$ cat config.mk
export PLATFORM = sky130hd
export DESIGN_NAME = dmem_dump_arbiter
export DESIGN_NICKNAME = d
export VERILOG_FILES = /design/src/rtl/dmem_dump_arbiter_pkg.sv /design/src/rtl/rr_arb2.sv /design/src/rtl/dmem_dump_arbiter.sv
export SDC_FILE = /design/constraint.sdc
export NUM_CORES = 1
export LEC_CHECK = 0
export CORE_AREA = 2 2 237 239
export CTS_BUF_LIST = sky130_fd_sc_hd__clkbuf_8
export DETAILED_ROUTE_END_ITERATION = 6
export DIE_AREA = 0 0 239 241
export GPL_TIMING_DRIVEN = 0
export PLACE_DENSITY = 0.61
export SYNTH_ARGS = -nofsm -noshare
export SYNTH_HDL_FRONTEND = slang
export SYNTH_SLANG_ARGS = --single-unit
$ cat constraint.sdc
create_clock -name clk -period 5 [get_ports clk]
set_input_delay 1.25 -clock clk [delete_from_list [all_inputs] [get_ports clk]]
set_output_delay 1.25 -clock clk [all_outputs]
set_load 0.1 [all_outputs]
$ cat src/rtl/dmem_dump_arbiter_pkg.sv
// Shared types and constants for the data-memory dump arbiter.
package dmem_dump_arbiter_pkg;

  typedef enum logic [1:0] {
    ST_IDLE,
    ST_ISSUE,
    ST_DRAIN,
    ST_DONE
  } dumpState_t;

  typedef enum logic {
    GNT_CPU,
    GNT_DUMP
  } gntOwner_t;

  localparam int NUM_ELE    = 5;
  localparam int ELE_STRIDE = 8;

endpackage

$ cat src/rtl/rr_arb2.sv
// Two-requester round-robin arbiter (CPU vs dump engine).
// A sole requester always wins; under contention the requester that was
// not granted most recently wins. The grant itself is combinational.
module rr_arb2
  import dmem_dump_arbiter_pkg::*;
(
  input  logic clk,
  input  logic reset,
  input  logic i_reqCpu,
  input  logic i_reqDump,
  output logic o_gntCpu,
  output logic o_gntDump
);

  gntOwner_t r_lastGrant;
  logic      w_cpuWins;

  // Pick the winner for this cycle from the live requests and the history flop
  always_comb begin
    w_cpuWins = 1'b0;
    o_gntCpu  = 1'b0;
    o_gntDump = 1'b0;
    if (i_reqCpu && i_reqDump) begin
      w_cpuWins = (r_lastGrant == GNT_DUMP);
    end else begin
      w_cpuWins = i_reqCpu;
    end
    o_gntCpu  = i_reqCpu && w_cpuWins;
    o_gntDump = i_reqDump && !w_cpuWins;
  end

  // Remember who was served last; reset favours the CPU on first contention
  always_ff @(posedge clk) begin
    if (reset) begin
      r_lastGrant <= GNT_DUMP;
    end else if (o_gntCpu) begin
      r_lastGrant <= GNT_CPU;
    end else if (o_gntDump) begin
      r_lastGrant <= GNT_DUMP;
    end
  end

endmodule

$ cat src/rtl/dmem_dump_arbiter.sv
// Shares one single-port data memory between the CPU and a dump engine
// that reads five array elements into output registers on request.
module dmem_dump_arbiter
  import dmem_dump_arbiter_pkg::*;
#(
  parameter int ADDR_W   = 10,
  parameter int ELE_BASE = 0,
  parameter int NUM_ELE  = 5
) (
  input  logic              clk,
  input  logic              reset,
  input  logic              cpu_req,
  input  logic              cpu_we,
  input  logic [ADDR_W-1:0] cpu_addr,
  input  logic [63:0]       cpu_wdata,
  output logic              cpu_stall,
  output logic              cpu_rvalid,
  output logic [63:0]       cpu_rdata,
  input  logic              dump_start,
  output logic              dump_busy,
  output logic              dump_done,
  output logic [63:0]       ele1,
  output logic [63:0]       ele2,
  output logic [63:0]       ele3,
  output logic [63:0]       ele4,
  output logic [63:0]       ele5,
  output logic              mem_en,
  output logic              mem_we,
  output logic [ADDR_W-1:0] mem_addr,
  output logic [63:0]       mem_wdata,
  input  logic [63:0]       mem_rdata
);

  localparam int IDX_W = 3;

  dumpState_t        r_state;
  dumpState_t        w_nextState;
  logic [IDX_W-1:0]  r_idx;
  logic [IDX_W-1:0]  r_capTag;
  logic              r_capPending;
  logic              r_cpuRdPending;
  logic [63:0]       r_ele [NUM_ELE];
  logic              w_dumpReq;
  logic              w_cpuReq;
  logic              w_gntCpu;
  logic              w_gntDump;
  logic              w_lastIssue;
  logic              w_lastCapture;
  logic [ADDR_W-1:0] w_dumpAddr;

  // Requests are masked while reset is high so nothing reaches memory
  assign w_cpuReq      = cpu_req && !reset;
  assign w_dumpAddr    = ADDR_W'(ELE_BASE + ELE_STRIDE * int'(r_idx));
  assign w_lastIssue   = (r_idx == IDX_W'(NUM_ELE - 1));
  assign w_lastCapture = r_capPending && (r_capTag == IDX_W'(NUM_ELE - 1));

  rr_arb2 u_arb (
    .clk       (clk),
    .reset     (reset),
    .i_reqCpu  (w_cpuReq),
    .i_reqDump (w_dumpReq),
    .o_gntCpu  (w_gntCpu),
    .o_gntDump (w_gntDump)
  );

  // Dump FSM state register
  always_ff @(posedge clk) begin
    if (reset) begin
      r_state <= ST_IDLE;
    end else begin
      r_state <= w_nextState;
    end
  end

  // Dump FSM next state: issue five reads, wait for the last one to land, pulse done
  always_comb begin
    w_nextState = r_state;
    case (r_state)
      ST_IDLE:  if (dump_start) w_nextState = ST_ISSUE;
      ST_ISSUE: if (w_gntDump && w_lastIssue) w_nextState = ST_DRAIN;
      ST_DRAIN: if (w_lastCapture) w_nextState = ST_DONE;
      ST_DONE:  w_nextState = ST_IDLE;
      default:  w_nextState = ST_IDLE;
    endcase
  end

  // Dump FSM outputs, forced quiet while reset is held
  always_comb begin
    w_dumpReq = 1'b0;
    dump_busy = 1'b0;
    dump_done = 1'b0;
    if (!reset) begin
      w_dumpReq = (r_state == ST_ISSUE);
      dump_busy = (r_state == ST_ISSUE) || (r_state == ST_DRAIN);
      dump_done = (r_state == ST_DONE);
    end
  end

  // Element index advances only when its read is granted; the tag follows the read
  always_ff @(posedge clk) begin
    if (reset) begin
      r_idx        <= '0;
      r_capTag     <= '0;
      r_capPending <= 1'b0;
    end else begin
      r_capPending <= w_gntDump;
      if (w_gntDump) begin
        r_capTag <= r_idx;
        r_idx    <= w_lastIssue ? '0 : r_idx + 3'd1;
      end
    end
  end

  // Capture returning dump data; CPU traffic never touches these registers
  always_ff @(posedge clk) begin
    if (reset) begin
      for (int k = 0; k < NUM_ELE; k++) r_ele[k] <= '0;
    end else if (r_capPending) begin
      r_ele[r_capTag] <= mem_rdata;
    end
  end

  // Track a granted CPU read so its data is flagged valid the following cycle
  always_ff @(posedge clk) begin
    if (reset) begin
      r_cpuRdPending <= 1'b0;
    end else begin
      r_cpuRdPending <= w_gntCpu && !cpu_we;
    end
  end

  assign cpu_stall  = cpu_req && !w_gntCpu;
  assign cpu_rvalid = r_cpuRdPending && !reset;
  assign cpu_rdata  = cpu_rvalid ? mem_rdata : '0;

  assign mem_en    = w_gntCpu || w_gntDump;
  assign mem_we    = w_gntCpu && cpu_we;
  assign mem_addr  = w_gntCpu ? cpu_addr : (w_gntDump ? w_dumpAddr : '0);
  assign mem_wdata = w_gntCpu ? cpu_wdata : '0;

  assign ele1 = r_ele[0];
  assign ele2 = r_ele[1];
  assign ele3 = r_ele[2];
  assign ele4 = r_ele[3];
  assign ele5 = r_ele[4];

endmodule

==> Word-level counts from Yosys, hierarchy flattened <==
Memories as Yosys holds them, arrays and structs flattened.
Cells that the tools add are included.
Widths: inputs -> output; s select.
{ "word_totals": {"elab_cells": 59, "reg_bits": 11, "inputBits": 143, "mem_count": 1, "out_inout_bits": 464, "latch_bits": 0, "ram_bits": 320, "romBits": 0} }
{ "mem_list": {"columns": ["name", "depth", "width", "rd", "rd_clocked_by_memory_dff", "write_ports", "line", "rtl"], "rows": [
  ["r_ele", 5, 64, 5, 0, 5, "dmem_dump_arbiter.sv:42", "logic [63:0] r_ele [NUM_ELE];"]
]} }
{ "op_classes": {"n_bitwise": 0, "n_reduce_logical": 20, "shift": 0, "mul": 0, "mux": 23, "div": 0, "magnitude_cmp": 0, "eq_ne": 8, "addsub": 1} }
{ "op_table": {"columns": ["op", "count"], "rows": [
  ["$mux 64", 3],
  ["$reduce_or 64->1", 1],
  ["$mux 1", 12],
  ["$logic_and 1x1->1", 10],
  ["$mux 10", 1],
  ["$pmux 2 s4", 1],
  ["$eq 3x3->1 const B", 2],
  ["$mux 2", 3],
  ["$mux 3", 2],
  ["$mux 6", 1],
  ["$ne 2x2->1 const B", 3],
  ["$eq 2x2->1 const B", 2],
  ["$logic_not 1->1", 4],
  ["$add 3x1->3 const B", 1],
  ["$reduce_and 3->1", 1],
  ["$eq 2x1->1 const B", 1],
  ["$logic_not 2->1", 1],
  ["$logic_or 1x1->1", 2],
  ["$reduce_bool 2->1", 1]
]} }

==> Longest topological paths before layout <==
{ "logic_depth": {"ltp_word": 9, "depth_mapped": 7, "depth_no_buf": 6} }

==> Cells and area by module <==
A second synthesis with hierarchy kept.
{ "hier_totals": {"cells_unflattened": 910, "area_unflattened_um2": 13440.4} }
{ "modules_own_cells": {"columns": ["mod", "seq_area_each_um2", "n_inst", "area_per_inst_um2", "cells_per_inst"], "rows": [
  ["dmem_dump_arbiter", 9809.4, 1, 13386.6, 904],
  ["rr_arb2", 20.0, 1, 53.8, 6]
]} }

==> Least setup slack after synthesis <==
No wires, ideal clock.
{ "synth_path": {"path_kind": "input -> output", "from": "input reset", "to": "output cpu_rdata[54]", "cell_stages": 4, "slack_ns": 0.362, "n_path_buf": 2, "arrival_time_ns": 3.388, "t_required_ns": 3.750, "path_cell_list": "buf_2 > nor2b_1 > clkbuf_1 > and2_1"} }
{ "synth_via": {"elab_chain_len": 3} }
{ "synth_lines": {"columns": ["item", "line", "rtl"], "rows": [
  ["from (decl)", "dmem_dump_arbiter.sv:11", "input logic reset,"],
  ["$logic_not 1->1", "dmem_dump_arbiter.sv:133", "assign cpu_rvalid = r_cpuRdPending && !reset;"],
  ["$logic_and 1x1->1", "dmem_dump_arbiter.sv:133", null],
  ["net cpu_rvalid", "dmem_dump_arbiter.sv:17", "output logic cpu_rvalid,"],
  ["$mux 64", "dmem_dump_arbiter.sv:134", "assign cpu_rdata = cpu_rvalid ? mem_rdata : '0;"],
  ["to (decl)", "dmem_dump_arbiter.sv:18", "output logic [63:0] cpu_rdata,"]
]} }
The timed path passes the listed nets, and every way through them passes these cells.

==> Worst setup path in the final report <==
{ "layout_path": {"from": "input reset", "to": "output mem_we"} }
{ "layout_via": {"elab_chain_len": 6, "word_cells_on_any_way": 7, "classes_between": "mux (2); reduce/logical (5)"} }
{ "layout_lines": {"columns": ["item", "line", "rtl"], "rows": [
  ["$logic_not 1->1", "dmem_dump_arbiter.sv:52", "assign w_cpuReq = cpu_req && !reset;"],
  ["$logic_and 1x1->1", "dmem_dump_arbiter.sv:52", null],
  ["$logic_and 1x1->1", "rr_arb2.sv:23", "if (i_reqCpu && i_reqDump) begin"],
  ["$mux 1", "rr_arb2.sv:23", null],
  ["$logic_and 1x1->1 *", "rr_arb2.sv:28", "o_gntCpu = i_reqCpu && w_cpuWins;"],
  ["$logic_and 1x1->1 *", "dmem_dump_arbiter.sv:137", "assign mem_we = w_gntCpu && cpu_we;"],
  ["to (decl)", "dmem_dump_arbiter.sv:28", "output logic mem_we,"]
]} }
Every way passes the cells marked *; elsewhere a longest branch is shown, timed or not.

==> summary.md <==
| Metric | Value |
|---|---|
| Status | `finished clean` |
| Root buf cell | `clkbuf_8` |
| Vias | `a little under 10000` |
| Placed cells | `2230` |
| Static leakage | `0.00840 uW` |
| DRT antenna net count | `0` |
| Initial Utilization | `24.5%` |
| Worst hold path class | `register to register` |
| Final std cells w/o fill | `about 2300` |
| Post-synthesis sequential area ratio | `73.1%` |
| Routing usage on met1 | `18.7%` |
| Setup Crit Path Kind | `input port to output port` |
| Setup violations, final | `0` |
| Syn_area_per_cell | `around 15 um2` |
| Synth warn | `0` |
| Initial antenna violation count | `8` |
| Met3 usage | `under 10%` |
| Worst-case vdd ir drop | `0.198 mV` |
| Startpoint Class | `input port` |
| CP max FO | `10` |
| Mapped cell area | `13400 um2` |
| CTS max path bufs | `3` |
| Critical Path End Type | `output port` |
| Die Footprint | `~58000 um2` |
| Clock skew | `~0.068 ns` |
| Top_reg_cell synth | `edfxtp_1` |
| Clock tree from TritonCTS | `built` |
| Area grow syn2layout | `58.5%` |
| Chip Width | `239 um` |
| WP data arrival | `between 3 and 4 ns` |
| Hold_buf cts | `0` |
| P per Cell Area | `~350 nW/um2` |
| Final min period | `~4.8 ns` |
| Syn Inst Count | `915` |
| Half-perimeter wire length after placement | `36.7 mm` |
| Final slew viol count | `0` |
| Synth Area in Adders | `0.559%` |
| Final WL | `50.2 mm` |
| Yosys reg bits | `331` |
| DRT iter0 DRCs | `491` |
| RSZ-0062 raised after global routing | `false` |
| Clk slew on worst S/H paths | `around 0.06 ns` |
| Avg Vias per Cell | `4.23` |
| Final Instance Area | `21300 um2` |
| Yosys cell types | `30` |
| Via count of the first global-routing pass | `approximately 10000` |
| Cts bufs inserted | `56` |
| Async SR Flop Fraction | `0%` |
| DR pass1 iterations | `5` |
| Remaining DRCs | `0` |
| H-tree depth | `2` |
| Largest area contributor in the netlist | `edfxtp_1` |
| Port Buffers | `606` |
| Synth Area in XOR/XNOR | `0%` |
| Achievable Freq | `207 MHz` |
| Layout fillers | `5265` |
| First-pass GRT wire length | `68.9 mm` |
| Busiest grt layer | `met2` |
| Mapped Nets | `1064` |
| Post-synth EDFFs | `320` |
| GP Congestion | `approximately 0.8` |
| Area after DPL | `between 20000 and 25000 um2` |
| Mux share of post-synthesis cell area | `0.0838%` |
| Total GRT Usage | `16.7%` |
| Final WS setup | `0.158 ns` |
| Worst Max-Slew Pin Slew | `roughly 1.1 ns` |
| Share of cells above drive strength 1 | `18.5%` |
| Met2 usage | `a little under a third` |
| Total grt overflow | `0` |
| Ranking of synthesized cells by area | `edfxtp_1, and2_1, and3_1, and2_2, dfxtp_1` |
| Post-CTS setup buffer count | `0` |
| Tcrit/Tclk final | `96.8%` |
| Slew HR | `25.0%` |
| Largest net degree at the start of global routing | `39` |
| DP Worst Slack | `-1.22 ns` |
| Site Rows | `86` |
| Die height | `approximately 240 um` |
| # clock sinks | `331` |
| Clk Latency, worst-skew pair | `0.65 ns` |
| Max Cap Violations | `0` |
| Routed len/inst | `around 21 um` |
| Post-synthesis compound-gate area fraction | `0.838%` |
| Worst EP required | `3.75 ns` |
| Top-area cell type share of the netlist area | `a little under three quarters` |
| Simple-gate share of the synthesized area | `23.3%` |
| Final hold violation count | `0` |
| Core box area | `54900 um2` |
| Final net count | `1733` |
| I/O Pins | `607` |
| Largest family of logic cells by synthesized area | `simple AND/OR/NAND/NOR gates` |
## cells in the mapped netlist, drive strengths merged (5+ instances only)
master	count
a21oi	8
and2	385
and3	72
clkbuf	57
dfxtp	11
edfxtp	320
ha	6
inv	7
nand2	10
nor2	6
nor2b	6
or2	5
## power breakdown
group | switching, uW | leakage, uW | total, uW | internal (uW)
clock network | 1100 | 0.000605 | 2170 | 1060
logic | 1620 | 0.00440 | 2060 | 441
registers | 44.1 | 0.00340 | 3220 | 3170
## worst max-delay path, cell delays in order
cell	delay [ns]
clkdlybuf4s50_1	0.47
buf_2	0.22
a21oi_1	0.22
buf_2	0.28
clkbuf_1	0.30
and3_1	0.24
clkdlybuf4s15_2	0.60
## sequential cells by signal (all words and copies together), names as in the netlist
name and flops:
r_state 2, u_arb.r_lastGrant 1, r_idx 3, r_cpuRdPending 1
r_capPending 1, r_ele 320, r_capTag 3
## stage by stage
stage | total power (uW) | util [%] | hold WS [ns] | setup TNS [ns]
detailed placement | 5370 | 37.4 | 0.501 | -85.88
CTS | 7520 | 39.0 | 0.510 | 0
global route | 7690 | 38.8 | 0.528 | 0
finish | 7440 | 38.8 | 0.513 | 0
global placement | 5350 | 37.2 | 0.479 | -125.09
floorplan | 4740 | - | 0.458 | 0
## layer usage
layer  vias to the layer above  routed length, um
met2                       469              26600
met4                         0               1550
li1                       4515                  -
met3                        71               3340
met5                         -                  0
met1                      4833              18700
## logic make-up (layout without fill, tap and decap cells)
| kind of cell | after synthesis | count (layout) |
|---|---|---|
| AO/OA/AOI/OAI | 17 | 17 |
| adder cells (fa/ha/maj) | 6 | 6 |
| buffers and inverters | 67 | 780 |
| flip-flops | 331 | 331 |
| multiplexers | 1 | 1 |
| other | 0 | 3 |
| AND/OR/NAND/NOR | 493 | 493 |
## cell type report
type	count	area (um2)	area share (%)
antenna	3	7.51	0.0352
buffer	60	265	1.25
clock buffer	57	785	3.68
clock inverter	45	203	0.951
inverter	7	26.3	0.123
multi-input combinational	517	3350	15.7
sequential	331	9830	46.1
tap	704	881	4.13
timing repair buffer	611	5960	28.0
## cells in the final DEF (no fill, tap or decap), types with 2 or more instances in the layout
cell             count
and2_2              53
nor2b_1              6
buf_2               36
nand2_1             10
ha_1                 6
clkbuf_2            43
clkdlybuf4s50_1    464
clkdlybuf4s15_2     68
a21oi_1              7
clkbuf_8            58
diode_2              3
o21ai_0              2
and2_1             332
edfxtp_1           320
or2_4                5
clkinv_2             5
nor2_1               6
dfxtp_1             11
a22o_1               3
and3_1              72
nor3_1               2
clkinv_1             8
clkbuf_1            35
clkbuf_4            17
a211oi_1             2
buf_16               4
inv_1               35
clkinvlp_4           2
## final timing paths
path / from / end / slack, ns / cells after the start
max: reset / mem_we / 0.16 / 7
max reg2reg: r_capTag[0] / r_ele[3][42] / 2.04 / 5
min reg2reg: r_capTag[1] / r_capTag[1] / 0.51 / 2
min: r_capTag[1] / r_capTag[1] / 0.51 / 2
## repair_timing
action                                  in CTS  in global routing
cloned                                       0                  0
resized for setup                          490                 57
endpoints found under the setup margin     142                 45
Note: power is estimated with default switching activity, not from simulation.
